==> src/rtl/mfp_ahb_uart_tx.sv <==
// AHB-Lite slave feeding an 8N1 serial transmitter through a byte FIFO.
// Registers: TXDATA (push), STATUS (busy/empty/full/overflow/count), DIVISOR (HCLK cycles per bit).
//   state    | meaning
//   ST_IDLE  | line high, waiting for a byte in the FIFO
//   ST_START | start bit (low) for one bit period
//   ST_DATA  | eight data bits, LSB first
//   ST_STOP  | stop bit (high); may pop the next byte on its last cycle
module mfp_ahb_uart_tx #(
    parameter int          FIFO_DEPTH = 16,
    parameter int unsigned DIV_RESET  = 434
) (
    input  logic        HCLK,
    input  logic        HRESETn,
    input  logic        HSEL,
    input  logic [31:0] HADDR,
    input  logic [1:0]  HTRANS,
    input  logic        HWRITE,
    input  logic [2:0]  HSIZE,
    input  logic [31:0] HWDATA,
    input  logic        HREADY,
    output logic [31:0] HRDATA,
    output logic        HREADYOUT,
    output logic        HRESP,
    output logic        UART_TX
);

    localparam int AW = (FIFO_DEPTH > 1) ? $clog2(FIFO_DEPTH) : 1;
    localparam int CW = AW + 1;

    typedef enum logic [1:0] {ST_IDLE, ST_START, ST_DATA, ST_STOP} state_t;

    logic          dp_valid;
    logic          dp_write;
    logic [1:0]    dp_addr;
    logic          wr_txdata;
    logic          wr_status;
    logic          wr_div;

    logic [7:0]    fifo_mem [FIFO_DEPTH];
    logic [AW-1:0] wr_ptr;
    logic [AW-1:0] rd_ptr;
    logic [CW-1:0] fifo_cnt;
    logic          fifo_empty;
    logic          fifo_full;
    logic          push;
    logic          pop;
    logic          overflow;
    logic [15:0]   divisor;

    state_t        state, state_next;
    logic [15:0]   baud_cnt, baud_next;
    logic [2:0]    bit_idx, bit_next;
    logic [7:0]    shift_reg, shift_next;
    logic [15:0]   div_act, div_next;
    logic          tx_next;
    logic          bit_end;
    logic          busy;

    logic          unused_bits;
    assign unused_bits = ^{HADDR[31:4], HADDR[1:0], HTRANS[0], HSIZE, HWDATA[31:16]};

    assign HREADYOUT = 1'b1;
    assign HRESP     = 1'b0;

    always_ff @(posedge HCLK) begin
        if (!HRESETn) begin
            dp_valid <= 1'b0;
            dp_write <= 1'b0;
            dp_addr  <= 2'd0;
        end else if (HREADY) begin
            dp_valid <= HSEL & HTRANS[1];
            dp_write <= HWRITE;
            dp_addr  <= HADDR[3:2];
        end
    end

    assign wr_txdata = dp_valid & dp_write & (dp_addr == 2'd0);
    assign wr_status = dp_valid & dp_write & (dp_addr == 2'd1);
    assign wr_div    = dp_valid & dp_write & (dp_addr == 2'd2);

    assign fifo_empty = (fifo_cnt == '0);
    assign fifo_full  = (fifo_cnt == CW'(FIFO_DEPTH));
    // A simultaneous pop frees the slot, so a push into a full FIFO is still taken.
    assign push       = wr_txdata & (~fifo_full | pop);

    always_ff @(posedge HCLK) begin
        if (push) begin
            fifo_mem[wr_ptr] <= HWDATA[7:0];
        end
    end

    always_ff @(posedge HCLK) begin
        if (!HRESETn) begin
            wr_ptr   <= '0;
            rd_ptr   <= '0;
            fifo_cnt <= '0;
        end else begin
            if (push) wr_ptr <= wr_ptr + AW'(1);
            if (pop)  rd_ptr <= rd_ptr + AW'(1);
            case ({push, pop})
                2'b10:   fifo_cnt <= fifo_cnt + CW'(1);
                2'b01:   fifo_cnt <= fifo_cnt - CW'(1);
                default: fifo_cnt <= fifo_cnt;
            endcase
        end
    end

    always_ff @(posedge HCLK) begin
        if (!HRESETn) begin
            overflow <= 1'b0;
            divisor  <= 16'(DIV_RESET);
        end else begin
            if (wr_txdata && fifo_full && !pop) begin
                overflow <= 1'b1;
            end else if (wr_status && HWDATA[3]) begin
                overflow <= 1'b0;
            end
            if (wr_div) begin
                divisor <= (HWDATA[15:0] < 16'd4) ? 16'd4 : HWDATA[15:0];
            end
        end
    end

    assign bit_end = (baud_cnt == div_act - 16'd1);
    assign busy    = (state != ST_IDLE);

    always_comb begin
        state_next = state;
        baud_next  = baud_cnt;
        bit_next   = bit_idx;
        shift_next = shift_reg;
        div_next   = div_act;
        pop        = 1'b0;
        case (state)
            ST_IDLE: begin
                if (!fifo_empty) begin
                    pop        = 1'b1;
                    shift_next = fifo_mem[rd_ptr];
                    div_next   = divisor;
                    baud_next  = 16'd0;
                    state_next = ST_START;
                end
            end
            ST_START: begin
                if (bit_end) begin
                    baud_next  = 16'd0;
                    bit_next   = 3'd0;
                    state_next = ST_DATA;
                end else begin
                    baud_next = baud_cnt + 16'd1;
                end
            end
            ST_DATA: begin
                if (bit_end) begin
                    baud_next = 16'd0;
                    if (bit_idx == 3'd7) begin
                        state_next = ST_STOP;
                    end else begin
                        bit_next = bit_idx + 3'd1;
                    end
                end else begin
                    baud_next = baud_cnt + 16'd1;
                end
            end
            ST_STOP: begin
                if (bit_end) begin
                    baud_next = 16'd0;
                    if (!fifo_empty) begin
                        pop        = 1'b1;
                        shift_next = fifo_mem[rd_ptr];
                        div_next   = divisor;
                        state_next = ST_START;
                    end else begin
                        state_next = ST_IDLE;
                    end
                end else begin
                    baud_next = baud_cnt + 16'd1;
                end
            end
            default: state_next = ST_IDLE;
        endcase
    end

    // The line level is registered from the next-state values so it switches
    // on the same edge as the FSM without any combinational path to the pin.
    always_comb begin
        tx_next = 1'b1;
        case (state_next)
            ST_START: tx_next = 1'b0;
            ST_DATA:  tx_next = shift_next[bit_next];
            default:  tx_next = 1'b1;
        endcase
    end

    always_ff @(posedge HCLK) begin
        if (!HRESETn) begin
            state     <= ST_IDLE;
            baud_cnt  <= 16'd0;
            bit_idx   <= 3'd0;
            shift_reg <= 8'd0;
            div_act   <= 16'(DIV_RESET);
            UART_TX   <= 1'b1;
        end else begin
            state     <= state_next;
            baud_cnt  <= baud_next;
            bit_idx   <= bit_next;
            shift_reg <= shift_next;
            div_act   <= div_next;
            UART_TX   <= tx_next;
        end
    end

    always_comb begin
        HRDATA = 32'd0;
        if (dp_valid && !dp_write) begin
            case (dp_addr)
                2'd1:    HRDATA = {16'd0, 8'(fifo_cnt), 4'd0, overflow, fifo_full, fifo_empty, busy};
                2'd2:    HRDATA = {16'd0, divisor};
                default: HRDATA = 32'd0;
            endcase
        end
    end

endmodule

==> config.mk <==
export PLATFORM = sky130hd
export DESIGN_NAME = mfp_ahb_uart_tx
export DESIGN_NICKNAME = d
export VERILOG_FILES = /design/src/rtl/mfp_ahb_uart_tx.sv
export SDC_FILE = /design/constraint.sdc
export NUM_CORES = 1
export LEC_CHECK = 0
export BUFFER_PORTS_ARGS = -buffer_cell sky130_fd_sc_hd__buf_2
export CORE_MARGIN = 4
export CORE_UTILIZATION = 50
export DETAILED_ROUTE_END_ITERATION = 10
export HOLD_SLACK_MARGIN = 0.15
export PLACE_DENSITY = 0.75
export SLEW_MARGIN = 20
export SYNTH_ARGS = -nofsm -noshare
export SYNTH_HDL_FRONTEND = slang
export SYNTH_SLANG_ARGS = --single-unit
==> constraint.sdc <==
create_clock -name HCLK -period 6.4 [get_ports HCLK]
set_input_delay 0.64 -clock HCLK [delete_from_list [all_inputs] [get_ports HCLK]]
set_output_delay 0.64 -clock HCLK [all_outputs]
set_load 0.05 [all_outputs]
==> impl_metrics.env <==
export IMPL_clockBufferDepth=3
export IMPL_rsz0062_at_grt="no"
export IMPL_finalCritPeriodShare=0.665
export IMPL_hold_violations=0
export IMPL_slew_headroom=0.270
export IMPL_synth_cell_types=67
export IMPL_cts_made_buffers=22
export IMPL_drtPass1Iterations=5
export IMPL_antenna_found_initial=0
export IMPL_syn_to_final_growth_pct=10.6
export IMPL_switching_share=0.318
export IMPL_outcome="complete, no violations"
export IMPL_path_cells="inv_1 -> ha_1 -> nor4b_4 -> a31oi_1 -> nand2b_1 -> a211oi_1 -> o21a_1 -> a31o_1 -> a21o_4 -> and2_1 -> nand2_2 -> nor2_1"
export IMPL_worst_slew_pin_slew_ns=1.09
export IMPL_start_util=0.510
export IMPL_drt_iter0_drc=521
export IMPL_switchingPower_mw=1.25
export IMPL_critPathSlowestCell="nor2_1"
export IMPL_p_clk_frac=0.329
export IMPL_ys_ff_latch=212
export IMPL_crit_fanout=10
export IMPL_combPwrFrac=0.270
export IMPL_drv_cap=0
export IMPL_fmax_mhz=235
export IMPL_insertion_delay_ns=0.53
export IMPL_cts_resized=0
export IMPL_antennaDiodeCount=0
export IMPL_yosys_area_top_type="edfxtp_1"
export IMPL_synth_top_area_share=0.402
export IMPL_critical_path_depth=12
export IMPL_yosysMostFrequentCell="edfxtp_1"
export IMPL_nNetsFinal=913
export IMPL_post_cts_buffers=0
export IMPL_crit_type="reg -> reg"
export IMPL_worstPathRequired_ns=6.55
export IMPL_drc=0
export IMPL_synth_edff_count=128
export IMPL_dieArea_um2=21400
export IMPL_grt_pass1_vias=5925
export IMPL_drive_above_1_share=0.161
export IMPL_port_buffer_count=40
export IMPL_syn_area_per_cell_um2=11.9
export IMPL_synth_area_um2=9570
export IMPL_path_clk_slew_ns=0.06
export IMPL_synthArstFlopShare=0
export IMPL_whs_ns=0.348
export IMPL_grt_overflow=0
export IMPL_viasPerCell=5.88
export IMPL_cp_num_buf_inv=1
export IMPL_power_leakage_nw=3.67
export IMPL_peakVddDrop_mv=0.300
export IMPL_track_usage=0.184
export IMPL_post_drt_wl_per_cell_um=18.7
export IMPL_largest_reg_flops=128
export IMPL_nFillCells=1525
export IMPL_cp_startpoint="div_act[0]"
export IMPL_p_seq_frac=0.401
export IMPL_reg2reg_depth=12
export IMPL_regToRegStartpoint="div_act[0]"
export IMPL_hpwlAfterDp_um=13300
export IMPL_grt_max_degree=49
export IMPL_ys_flop_type="edfxtp_1"
export IMPL_gp_congestion=0.879
export IMPL_cts_max_level=1
export IMPL_top_register="fifo_mem"
export IMPL_cts_root_buffer="clkbuf_16"
export IMPL_netlist_top_cells_area="edfxtp_1 40%, dfxtp_1 18%, mux4_2 7.5%"
export IMPL_ff2ff_setup_slack_ns=2.15
export IMPL_yosysWarnings=0
export IMPL_dieWidth_um=146
export IMPL_endpoint="fifo_mem[12][2]"
export IMPL_antenna_left=0
export IMPL_r2r_end="fifo_mem[12][2]"
export IMPL_seq_area_frac_synth=0.578
export IMPL_skew_ns=0.0345
export IMPL_cts_tree="built"
export IMPL_io_pins=109
export IMPL_finalSetupViolCount=0
export IMPL_num_vias=6302
export IMPL_power_internal_mw=2.69
export IMPL_setup_tns_ns=0
export IMPL_startpoint_type="flip-flop"
export IMPL_die_height_um=146
export IMPL_worstPathArrival_ns=4.41
export IMPL_drt_total_wl_um=20000
export IMPL_fp_row_count=50
export IMPL_worstSetupEndpointType="flip-flop"
export IMPL_clkSinkCount=212
export IMPL_p_per_area_nw_per_um2=373
export IMPL_core_area_um2=18800
export IMPL_crit_family="simple AND/OR/NAND/NOR gates"
export IMPL_min_path_type="in -> reg"
export IMPL_grt_pass1_wl_um=32100
export IMPL_critPathMaxStageDelay_ns=0.66
export IMPL_drv_slew=0
export IMPL_hold_buffers=0
export IMPL_synthCells=802
export IMPL_min_period_ns=4.25
export IMPL_yosys_top_cells_count="128 x edfxtp_1, 86 x nand2_1, 84 x dfxtp_1, 67 x nor2_1, 52 x a21oi_1"
## logic make-up after synthesis
logic type      synth area share
simple gates               0.139
buf+inv                   0.0415
fa+ha+maj                 0.0222
mux                       0.0879
xor+xnor                  0.0247
flops                      0.578
other cells             0.000785
compound gates             0.107
## per-stage QoR
stage,util,instance area [um^2],setup WS [ns],cells,total power [mW]
finish,0.564,10600,2.15,1072,3.95
global route,0.564,10600,1.80,1072,4.15
CTS,0.563,10600,1.85,1072,3.96
detailed placement,0.523,9810,1.84,1032,2.67
global placement,0.523,9810,1.95,1032,2.65
floorplan,-,9630,2.81,818,2.46
## cell usage in the layout (no fill, tap or decap), types with 4 or more instances in the layout
cell,Yosys,layout
nand4_1,8,8
a22oi_1,25,25
a211oi_1,4,4
nor3_1,13,10
nor4_1,8,8
inv_1,15,15
buf_2,5,40
o21ai_0,16,16
o211ai_1,5,5
edfxtp_1,128,128
dfxtp_1,84,83
ha_1,17,17
xor2_1,11,11
a21oi_1,52,52
conb_1,2,18
a31oi_1,9,9
nand2_1,86,86
nand3b_1,7,7
nor2b_1,4,4
nor2_1,67,67
mux2i_1,12,12
a32oi_1,10,10
a311oi_1,6,6
and3_1,15,15
nand2b_1,4,4
xnor2_1,16,16
and2_1,12,12
buf_4,20,4
clkbuf_16,0,22
nand3_1,21,21
clkinv_1,1,5
mux4_2,32,32
## how the worst min path moves through the flow
stage	slack [ns]	endpoint	startpoint	cells past startpoint
6_report	0.35	dp_addr[0]	HADDR[2]	3
3_3_place_gp	0.46	div_act[10]	divisor[10]	2
3_5_place_dp	0.46	div_act[14]	divisor[14]	2
5_1_grt	0.36	dp_addr[0]	HADDR[2]	3
4_1_cts	0.34	dp_addr[1]	HADDR[3]	3
2_1_floorplan	0.44	div_act[15]	divisor[15]	2
## layout make-up
cell class,count,area [um^2],area share
clock inverters,15,178,0.0168
well taps,234,293,0.0277
repair buffers,44,230,0.0218
inverters,16,60.1,0.00568
flip-flops and latches,212,5530,0.522
clock buffers,25,572,0.0541
multi-input cells,526,3720,0.352
## routing by layer
metal	track usage	vias to the layer above	part of all wire
li1	-	2991	-
met1	0.258	3058	0.44
met2	0.308	218	0.49
met3	0.0279	35	0.057
met4	0.0400	0	0.021
met5	0	-	0
## power groups by stage
stage	Combinational (mW)	Clock [mW]	Sequential, mW
2_1_floorplan	0.853	0	1.60
3_3_place_gp	1.04	0	1.61
3_5_place_dp	1.06	0	1.61
4_1_cts	1.06	1.32	1.58
5_1_grt	1.17	1.39	1.59
6_report	1.06	1.30	1.58
## tightest hold or removal path, delay by kind of cell
family,cells,cell delay (ns)
buffers and inverters,1,0.07
and+or+nand+nor,1,0.07
muxes,1,0.05
No activity file was read; power rests on OpenSTA's default activity.
